<file path="src/rtl/scratchpad_arbiter.sv">
// Two-requester round-robin arbiter and sequencer for a single-port,
// registered-read scratchpad RAM. Range-checks requests, translates byte
// addresses and byte masks to RAM terms, and buffers responses per requester.

// Per-requester response FIFO with outputs taken straight from storage.
module scratchpad_arbiter_rsp_fifo #(
  parameter int unsigned DATA_W = 64,
  parameter int unsigned SRC_W  = 8,
  parameter int unsigned DEPTH  = 3,
  localparam int unsigned PW = (DEPTH > 1) ? $clog2(DEPTH) : 1,
  localparam int unsigned CW = $clog2(DEPTH + 1)
) (
  input  logic              clk,
  input  logic              rst,
  input  logic              push,
  input  logic              push_write,
  input  logic              push_err,
  input  logic [DATA_W-1:0] push_rdata,
  input  logic [SRC_W-1:0]  push_source,
  output logic [CW-1:0]     count,
  output logic              rsp_valid,
  input  logic              rsp_ready,
  output logic              rsp_write,
  output logic [DATA_W-1:0] rsp_rdata,
  output logic              rsp_err,
  output logic [SRC_W-1:0]  rsp_source
);

  typedef struct packed {
    logic              write;
    logic              err;
    logic [SRC_W-1:0]  source;
    logic [DATA_W-1:0] rdata;
  } entry_t;

  entry_t        mem [DEPTH];
  entry_t        head;
  logic [PW-1:0] wr_ptr;
  logic [PW-1:0] rd_ptr;
  logic          pop;

  assign pop = rsp_valid & rsp_ready;

  // Pointer and occupancy bookkeeping; pointers wrap at DEPTH.
  // NOTE: state registers use non-blocking assignments so every flop samples
  // pre-edge values regardless of the order blocks are evaluated in.
  always_ff @(posedge clk or posedge rst) begin
    if (rst) begin
      wr_ptr <= '0;
      rd_ptr <= '0;
      count  <= '0;
    end else begin
      if (push) wr_ptr <= (wr_ptr == PW'(DEPTH - 1)) ? '0 : wr_ptr + PW'(1);
      if (pop)  rd_ptr <= (rd_ptr == PW'(DEPTH - 1)) ? '0 : rd_ptr + PW'(1);
      case ({push, pop})
        2'b10:   count <= count + CW'(1);
        2'b01:   count <= count - CW'(1);
        default: count <= count;
      endcase
    end
  end

  // Entry storage.
  // NOTE: storage is deliberately not reset; the empty count hides stale
  // entries and every output below is forced to zero while empty.
  always_ff @(posedge clk) begin
    if (push) mem[wr_ptr] <= '{write: push_write, err: push_err,
                               source: push_source, rdata: push_rdata};
  end

  // Present the head entry, zeroed while empty.
  always_comb begin
    head       = mem[rd_ptr];
    rsp_valid  = (count != '0);
    rsp_write  = rsp_valid & head.write;
    rsp_err    = rsp_valid & head.err;
    rsp_source = rsp_valid ? head.source : '0;
    rsp_rdata  = rsp_valid ? head.rdata  : '0;
  end

endmodule

module scratchpad_arbiter #(
  parameter int unsigned          DATA_W    = 64,
  parameter int unsigned          ADDR_W    = 32,
  parameter int unsigned          SRC_W     = 8,
  parameter logic [ADDR_W-1:0]    BASE_ADDR = '0,
  parameter int unsigned          DEPTH     = 32'h0000_0100,
  parameter int unsigned          RSP_DEPTH = 3,
  localparam int unsigned RAM_AW = $clog2(DEPTH / 8)
) (
  input  logic                clk,
  input  logic                rst,
  input  logic                req0_valid,
  output logic                req0_ready,
  input  logic                req0_write,
  input  logic [ADDR_W-1:0]   req0_addr,
  input  logic [DATA_W-1:0]   req0_wdata,
  input  logic [DATA_W/8-1:0] req0_mask,
  input  logic [SRC_W-1:0]    req0_source,
  input  logic                req1_valid,
  output logic                req1_ready,
  input  logic                req1_write,
  input  logic [ADDR_W-1:0]   req1_addr,
  input  logic [DATA_W-1:0]   req1_wdata,
  input  logic [DATA_W/8-1:0] req1_mask,
  input  logic [SRC_W-1:0]    req1_source,
  output logic                rsp0_valid,
  input  logic                rsp0_ready,
  output logic                rsp0_write,
  output logic [DATA_W-1:0]   rsp0_rdata,
  output logic                rsp0_err,
  output logic [SRC_W-1:0]    rsp0_source,
  output logic                rsp1_valid,
  input  logic                rsp1_ready,
  output logic                rsp1_write,
  output logic [DATA_W-1:0]   rsp1_rdata,
  output logic                rsp1_err,
  output logic [SRC_W-1:0]    rsp1_source,
  output logic                ram_req,
  output logic                ram_write,
  output logic [RAM_AW-1:0]   ram_addr,
  output logic [DATA_W-1:0]   ram_wdata,
  output logic [DATA_W-1:0]   ram_wmask,
  input  logic [DATA_W-1:0]   ram_rdata
);

  localparam int unsigned CW  = $clog2(RSP_DEPTH + 1);
  localparam int unsigned AW1 = ADDR_W + 1;
  // One past the last valid byte, widened so BASE_ADDR + DEPTH cannot wrap.
  localparam logic [ADDR_W:0] END_ADDR = {1'b0, BASE_ADDR} + AW1'(DEPTH);

  function automatic logic addr_err(input logic [ADDR_W-1:0] addr);
    return (addr < BASE_ADDR) || ({1'b0, addr} >= END_ADDR) || (addr[2:0] != 3'b000);
  endfunction

  logic [CW-1:0]       count0, count1;
  logic                inflight0, inflight1;
  logic                elig0, elig1;
  logic                grant0, grant1, grant_any;
  logic                rr_last;

  logic                sel_write;
  logic [ADDR_W-1:0]   sel_addr;
  logic [DATA_W-1:0]   sel_wdata;
  logic [DATA_W/8-1:0] sel_mask;
  logic [SRC_W-1:0]    sel_source;
  logic                sel_err;

  logic                p_valid, p_id, p_write, p_err;
  logic [SRC_W-1:0]    p_source;
  logic [DATA_W-1:0]   p_rdata;

  assign inflight0 = p_valid & ~p_id;
  assign inflight1 = p_valid &  p_id;

  // Eligibility reserves FIFO room for everything already accepted, then
  // round-robin picks one winner; nothing is granted while in reset.
  always_comb begin
    elig0 = ~rst & req0_valid & ((32'(count0) + 32'(inflight0)) < RSP_DEPTH);
    elig1 = ~rst & req1_valid & ((32'(count1) + 32'(inflight1)) < RSP_DEPTH);
    grant0    = elig0 & (~elig1 |  rr_last);
    grant1    = elig1 & (~elig0 | ~rr_last);
    grant_any = grant0 | grant1;
  end

  assign req0_ready = grant0;
  assign req1_ready = grant1;

  // Route the winner to the RAM port with address and mask translation.
  // NOTE: every output gets a default at the top of the block so no path can
  // leave a value held, which would infer a latch.
  always_comb begin
    sel_write  = grant1 ? req1_write  : req0_write;
    sel_addr   = grant1 ? req1_addr   : req0_addr;
    sel_wdata  = grant1 ? req1_wdata  : req0_wdata;
    sel_mask   = grant1 ? req1_mask   : req0_mask;
    sel_source = grant1 ? req1_source : req0_source;
    sel_err    = addr_err(sel_addr);

    ram_req   = grant_any & ~sel_err;
    ram_write = ram_req & sel_write;
    ram_addr  = '0;
    ram_wdata = '0;
    ram_wmask = '0;
    if (ram_req) begin
      ram_addr  = RAM_AW'((sel_addr - BASE_ADDR) >> 3);
      ram_wdata = sel_wdata;
      for (int i = 0; i < DATA_W / 8; i++) begin
        ram_wmask[i*8 +: 8] = {8{sel_mask[i] & sel_write}};
      end
    end
  end

  // Round-robin pointer remembers the last winner; requester 0 wins first.
  always_ff @(posedge clk or posedge rst) begin
    if (rst)            rr_last <= 1'b1;
    else if (grant_any) rr_last <= grant1;
  end

  // Pipeline stage covering the RAM's one-cycle read latency.
  always_ff @(posedge clk or posedge rst) begin
    if (rst) begin
      p_valid  <= 1'b0;
      p_id     <= 1'b0;
      p_write  <= 1'b0;
      p_err    <= 1'b0;
      p_source <= '0;
    end else begin
      p_valid <= grant_any;
      if (grant_any) begin
        p_id     <= grant1;
        p_write  <= sel_write;
        p_err    <= sel_err;
        p_source <= sel_source;
      end
    end
  end

  // Only successful reads carry RAM data back.
  assign p_rdata = (!p_write && !p_err) ? ram_rdata : '0;

  scratchpad_arbiter_rsp_fifo #(
    .DATA_W (DATA_W),
    .SRC_W  (SRC_W),
    .DEPTH  (RSP_DEPTH)
  ) u_rsp0_fifo (
    .clk         (clk),
    .rst         (rst),
    .push        (inflight0),
    .push_write  (p_write),
    .push_err    (p_err),
    .push_rdata  (p_rdata),
    .push_source (p_source),
    .count       (count0),
    .rsp_valid   (rsp0_valid),
    .rsp_ready   (rsp0_ready),
    .rsp_write   (rsp0_write),
    .rsp_rdata   (rsp0_rdata),
    .rsp_err     (rsp0_err),
    .rsp_source  (rsp0_source)
  );

  scratchpad_arbiter_rsp_fifo #(
    .DATA_W (DATA_W),
    .SRC_W  (SRC_W),
    .DEPTH  (RSP_DEPTH)
  ) u_rsp1_fifo (
    .clk         (clk),
    .rst         (rst),
    .push        (inflight1),
    .push_write  (p_write),
    .push_err    (p_err),
    .push_rdata  (p_rdata),
    .push_source (p_source),
    .count       (count1),
    .rsp_valid   (rsp1_valid),
    .rsp_ready   (rsp1_ready),
    .rsp_write   (rsp1_write),
    .rsp_rdata   (rsp1_rdata),
    .rsp_err     (rsp1_err),
    .rsp_source  (rsp1_source)
  );

endmodule

</file>
<file path="config.mk">
export PLATFORM = sky130hd
export DESIGN_NAME = scratchpad_arbiter
export DESIGN_NICKNAME = d
export VERILOG_FILES = /design/src/rtl/scratchpad_arbiter.sv
export SDC_FILE = /design/constraint.sdc
export NUM_CORES = 1
export LEC_CHECK = 0
export ABC_CLOCK_PERIOD_IN_PS = 4670
export BUFFER_PORTS_ARGS = -buffer_cell sky130_fd_sc_hd__buf_4
export CAP_MARGIN = 10
export CORE_ASPECT_RATIO = 0.9
export CORE_MARGIN = 3
export CORE_UTILIZATION = 30
export CTS_CLUSTER_DIAMETER = 30
export DETAILED_ROUTE_END_ITERATION = 6
export PLACE_DENSITY = 0.53
export SYNTH_ARGS = -nofsm -noshare
export SYNTH_HDL_FRONTEND = slang
export SYNTH_HIERARCHICAL = 1
export SYNTH_SLANG_ARGS = --single-unit
export TNS_END_PERCENT = 20
</file>
<file path="constraint.sdc">
create_clock -name clk -period 4.67 [get_ports clk]
set_input_delay 0.7005 -clock clk [delete_from_list [all_inputs] [get_ports clk]]
set_output_delay 0.7005 -clock clk [all_outputs]
set_load 0.005 [all_outputs]
</file>
# Word-level counts from Yosys, hierarchy flattened
# Memory sizes are Yosys's and may differ from the RTL's.
# Cells that the tools add are included.
[word_totals]
wordCells = 102
output_inout_bits = 287
regBits = 25
ramBits = 444
memories = 2
[mem_list]
columns = ["name", "depth", "word_bits", "read_ports", "rd_clocked_by_memory_dff", "wr", "line_no", "text"]
rows = [
  ["u_rsp0_fifo.mem", 3, 74, 1, 0, 1, "36", "entry_t mem [DEPTH];"],
  ["u_rsp1_fifo.mem", 3, 74, 1, 0, 1, "36", ""],
]
[classes]
bitwise_logic = 33
order_cmp = 4
n_mux = 23
addsub = 10
n_eq_ne = 8
reduce_logical = 10
[ops]
columns = ["cell", "n"]
rows = [
  ["64-bit 2-to-1 mux", 6],
  ["32-bit by 9-bit >= comparator with 1-bit output (second input constant)", 1],
  ["32-bit by 1-bit less-than comparator with 1-bit output (second input constant)", 1],
  ["32-bit 2-to-1 mux", 1],
  ["8-bit 2-to-1 mux", 4],
  ["1-bit AND", 24],
  ["2-bit by 1-bit adder with 2-bit output (second input constant)", 6],
  ["2-bit equality test (second input constant)", 6],
  ["2-bit 2-to-1 mux", 4],
  ["2-bit case mux with 2 select lines", 2],
  ["2-bit nonzero test", 4],
  ["2-bit by 1-bit adder with 3-bit output", 2],
  ["3-bit by 2-bit less-than comparator with 1-bit output (second input constant)", 2],
  ["1-bit NOT", 6],
  ["1-bit 2-to-1 mux", 5],
  ["5-bit 2-to-1 mux", 1],
  ["2-bit by 1-bit equality test with 1-bit output (second input constant)", 2],
  ["2-bit by 1-bit subtractor with 2-bit output (second input constant)", 2],
  ["1-bit bitwise OR", 3],
  ["3-bit nonzero test", 1],
  ["1-bit zero test", 2],
  ["1-bit logical OR", 2],
  ["1-bit logical AND", 1],
]

# Logic depth before layout (Yosys ltp)
[logic_depth]
ltp_word = 15
ltp_mapped = 11
mapped_depth_nobuf = 9

# By module
# Netlist, hierarchy kept.
[by_module_without_submodules]
columns = ["mod", "area_each_um2", "seq_area_each_um2", "cells_each", "n_inst"]
rows = [
  ["scratchpad_arbiter_rsp_fifo", 9064.9, 6816.5, 499, 2],
  ["scratchpad_arbiter", 2997.9, 326.6, 408, 1],
]

# Least setup slack after synthesis
# No wires, ideal clock.
[synth_timing]
path_kind = "flip-flop to flip-flop"
from = "reg p_id"
to = "mem u_rsp0_fifo/mem[0][0] in the netlist's numbering, enable pin"
setup_time_ns = 0.508
n_path_buf = 0
arrival_ns = 3.782
slack_ns = 0.380
stages_incl_launch_ff = 4
path_cell_list = "dfrtp_1 nor2b_1 nand2b_1 nor2_1"
[synth_via]
elab_chain_cells = 4
[synth_lines]
columns = ["element", "line_no", "text"]
rows = [
  ["from (decl)", "150", "logic p_valid, p_id, p_write, p_err;"],
  ["from (signal assigned)", "212", "p_id <= grant1;"],
  ["1-bit NOT", "154", "assign inflight0 = p_valid & ~p_id;"],
  ["1-bit AND", "154", ""],
  ["named net inflight0", "138", "logic inflight0, inflight1;"],
  ["1-bit 2-to-1 mux", "67", "if (push) mem[wr_ptr] <= '{write: push_write, err: push_err,"],
  ["1-bit 2-to-1 mux (implied by the code)", "67", ""],
  ["to (decl)", "36", ""],
]
# The timed path passes the listed nets, and every way through them passes these cells.

# Worst setup path after layout
[layout_timing]
from = "reg p_valid"
to = "out ram_wdata[62]"
[layout_via]
elab_chain_cells = 14
elab_cells_between_ends = 25
[layout_lines]
columns = ["element", "line_no", "text"]
rows = [
  ["from (decl)", "150", ""],
  ["from (signal assigned)", "210", "p_valid <= grant_any;"],
  ["1-bit AND *", "154", ""],
  ["named net inflight0", "138", ""],
  ["2-bit by 1-bit adder with 3-bit output *", "160", "elig0 = ~rst & req0_valid & ((32'(count0) + 32'(inflight0)) < RSP_DEPTH);"],
  ["3-bit by 2-bit less-than comparator with 1-bit output *", "160", ""],
  ["1-bit AND *", "160", ""],
  ["1-bit NOT", "163", "grant1 = elig1 & (~elig0 | ~rr_last);"],
  ["1-bit bitwise OR", "163", ""],
  ["1-bit AND", "163", ""],
  ["32-bit 2-to-1 mux", "175", "sel_addr = grant1 ? req1_addr : req0_addr;"],
  ["32-bit by 1-bit less-than comparator with 1-bit output / 32-bit by 9-bit >= comparator with 1-bit output (equally long branches)", "134", "return (addr < BASE_ADDR) || ({1'b0, addr} >= END_ADDR) || (addr[2:0] != 3'b000);"],
  ["1-bit logical OR (2 in a row)", "134", ""],
  ["1-bit NOT", "181", "ram_req = grant_any & ~sel_err;"],
  ["1-bit AND", "181", ""],
  ["64-bit 2-to-1 mux *", "186", "if (ram_req) begin"],
  ["to (decl)", "123", "output logic [DATA_W-1:0] ram_wdata,"],
]
# The timed path passes the listed nets; every way through them passes the cells marked *.

==> impl_results.md <==
- FMAX: 0.222 GHz
- CTS tree: done
- Actual slew at the worst max-slew pin: about 890 ps
- Mux contribution to synthesized area: 19.3%
- Clock transition at path regs: around 50 ps
- Vias in the first global route: ~15000
- Final Skew: ~47 ps
- Crit path DAT: 3810 ps
- Cells after synthesis: roughly 1400
- DR vias/cell: between 4 and 5
- CP Launch Type: flop
- Adder-Cell Fraction of Synth Area: less than 1%
- Crit Path Class: reg2out
- Synth Area in Simple Gates: just under 8%
- Max-cap violations: 0
- IO Count: 583
- Post-synth EDFFs: approximately 440
- CP peak stage delay: approximately 670 ps
- Post-DR wirelength/cell: about 23 um
- Routed Antenna Nets: 0
- Slowest cell on the critical path: mux2i_4
- Root Driver: clkbuf_16
- Pwr Total: ~19 mW
- Nets: 2291
- Maximum root-to-sink buffer count: 3
- Period Utilization, post-route: just under 100%
- Post-Place Cells: ~2800
- Register area share after synthesis: between 60 and 70%
- Die Footprint: around 74000 um^2
- Clock network power share: 38.1%
- Largest family of logic cells by synthesized area: multiplexers
- Cell mode on critical path: ha_1
- Most frequent cell after synthesis: edfxtp_1
- Die Span Y: 258 um
- Ys flop type: edfxtp_1
- Max Transition Viols Final: 0
- Tmin final: about 4500 ps
- Syn avg cell area: 15.0 um^2
- Flops & latches, synth: 469
- Post-route setup slack: roughly 160 ps
- Pint: 12.9 mW
- Total net switching power: around 5.8 mW
- Non-Filler Instances: roughly 3000
- Number of clock sinks: roughly 470
- Reg2Reg Depth: 10
- CP endpoint kind: output port
- R2R Path End: p_source[3]$_DFFE_PP0P_
- First-pass GRT wire length: ~100000 um
- DR vias: between 10000 and 15000
- Post-DP Area: approximately 26000 um^2
- Design Area, Final: around 30000 um^2
- Relative slew slack: between 40% and 50%
- Cell Rows: 91
- Die W: 286 um
- Status: complete, no violations
- Worst IR Drop VDD: roughly 0.30 mV
- Synthesis warning total: 6
- Crit Path Max Fanout: 55
- Gpl congestion: between 0.8 and 0.9
- Fin. Hold Viols: 0
- Worst reg-to-reg setup slack: approximately 1500 ps
- Part of the power in combinational logic: between 30% and 40%
- Post-synthesis compound-gate area fraction: about 1.2%
- Leading post-synthesis cells by cell area: edfxtp_1 (63%), mux2i_1 (10%), mux2_2 (5.1%), mux2_4 (3.8%), nor2_1 (2.9%)
- Core Region: about 70000 um^2
- Top post-synthesis cells by count: edfxtp_1 (444), mux2i_1 (219), nor2_1 (165)
- Ratio of cells with drive above 1 in the final layout: between 40% and 50%
- Sw Ratio: between 30% and 40%
- Synthesized Nets: 1708
- Synth Area in XOR/XNOR: less than 1%
- Yosys top cell by area: edfxtp_1
- Reg2reg start: p_valid$_DFF_PP0_
- Final Routed Wirelength: between 60000 and 70000 um
- Skew-Pair Late Insertion Delay: 650 ps
- I/O Buffers: a little under 600
- First drt pass iteration count: 7
- Antenna violations before repair: 4
- Sequential power share: a little under a third
- Ys async rst share: under 10%
- Filler instances: roughly 6400
- # setup viols final: 0
- CTS Buf Count: ~110
- Power Density: 628 nW/um^2
- Hold Crit Class: in2async
- Dpl ws: around 600 ps
- Lkg Pwr: roughly 12 nW
- GRT Total Usage: approximately 18%
- Drt initial violations: about 630
- Area growth from synthesis to layout: 40.8%
- Pin count of the biggest net entering global routing: between 50 and 60
- DRC: 0
- Cts-stage hold buffer count: 0
- Cell Area, Synth: ~21000 um^2
- Worst path cell trace: nor2b_2 -> ha_1 -> ha_1 -> a2111oi_4 -> a21o_4 -> mux2i_4 -> buf_12 -> nor3_1 -> buf_4
- Starting Density: a little under a third
- Synth cell types: 35
- Worst Path Required: ~4000 ps
- DP Wirelength: about 47000 um
- Area fraction of the dominant cell type after synthesis: between 60% and 70%
- GR Overflow Total: 0
- Setup Buffers After CTS: 0
- H-tree depth: 3
## power by group through the flow
stage	sequential [mW]	clock, mW	combinational (mW)
2_1_floorplan	5.61	0	3.33
3_3_place_gp	5.97	0	5.78
3_5_place_dp	6.01	0	5.79
4_1_cts	5.93	7.27	5.82
5_1_grt	6.00	7.50	6.10
6_report	5.91	7.12	5.66
## routing by layer
layer / GRT usage (%) / vias up / share of wire (%)
met1: 20.8 / 6860 / 39
met2: 32.1 / 493 / 52
met3: 4.59 / 106 / 6.3
met5: 0 / - / 0.019
li1: - / 6370 / -
met4: 7.85 / 2 / 3.1
## how the worst max path moves through the flow
stage                            from                               to  slack [ps]  cells after the start
floorplan            p_id$_DFFE_PP0P_  u_rsp0_fifo/mem[0][0]$_DFFE_PP_         380                      3
global placement     p_id$_DFFE_PP0P_                    ram_wdata[10]         600                      9
detailed placement   p_id$_DFFE_PP0P_                    ram_wdata[10]         580                      9
CTS                  p_id$_DFFE_PP0P_                    ram_wdata[19]          40                      9
global route        p_valid$_DFF_PP0_                    ram_wdata[62]         -30                      9
finish              p_valid$_DFF_PP0_                    ram_wdata[62]         160                      9
## worst max-delay path, delay by kind of cell (launching register included)
kind | cells | cell delay, ps
DFF | 1 | 360
muxes | 1 | 670
buffers and inverters | 2 | 480
AOI/OAI and AO/OA | 2 | 850
and+or+nand+nor | 2 | 270
adders and majority gates | 2 | 500
## cell type report
cell class | count | area, um^2 | area share (%)
flip-flops and latches | 469 | 14000 | 47.0
multi-input cells | 772 | 6240 | 21.0
repair buffers | 621 | 4750 | 16.0
clock buffers | 124 | 2700 | 9.08
well taps | 930 | 1160 | 3.91
clock inverters | 72 | 825 | 2.77
inverters | 20 | 75.1 | 0.252
diodes | 4 | 10.0 | 0.0337
## per-stage QoR
step / TNS (ps) / util [%] / hold WS, ps
2_1_floorplan: 0 / - / 460
3_3_place_gp: 0 / 37.9 / 480
3_5_place_dp: 0 / 37.9 / 487
4_1_cts: 0 / 43.0 / 20.6
5_1_grt: -82.7 / 43.0 / 60.4
6_report: 0 / 43.0 / 72.2
## flip-flops by register name, indices dropped and copies added, names as in the netlist, 2 cells and up
signal              cells
u_rsp0_fifo/mem       222
u_rsp0_fifo/wr_ptr      2
u_rsp0_fifo/count       2
u_rsp1_fifo/mem       222
u_rsp1_fifo/rd_ptr      2
u_rsp1_fifo/wr_ptr      2
u_rsp0_fifo/rd_ptr      2
p_source                8
u_rsp1_fifo/count       2
## logic make-up after synthesis
group,count (synthesis)
AOI/OAI and AO/OA,34
xor gates and xnor gates,6
adders and majority gates,6
buffers and inverters,165
DFF,469
muxes,369
and+or+nand+nor,357
## placed cells by master (no fill, tap or decap), types with 4 or more instances in the layout
master and n:
edfxtp_1 444, a21o_1 6, dfrtp_4 4, mux2_2 95, mux2i_2 4, a22oi_1 5, a211oi_1 8, nor2_1 158
clkbuf_16 105, nor4_1 12, mux2_4 54, ha_1 6, and2_1 65, nor3_1 74, nor2_4 7, nand2_1 12
diode_2 4, mux2i_1 215, bufinv_16 13, clkinv_1 20, buf_4 613, clkbuf_1 19, inv_1 19, clkinv_2 20
nand2b_1 4, o21ai_0 9, xnor2_1 4, clkinvlp_4 8, buf_12 7, dfrtp_1 20, nand3_1 19
## what timing repair did
action / CTS / global route
gates resized for setup: 4 / 2
setup endpoints to repair: 3 / 119
pin swaps: 0 / 1
Power figures use the tool's default switching activity.
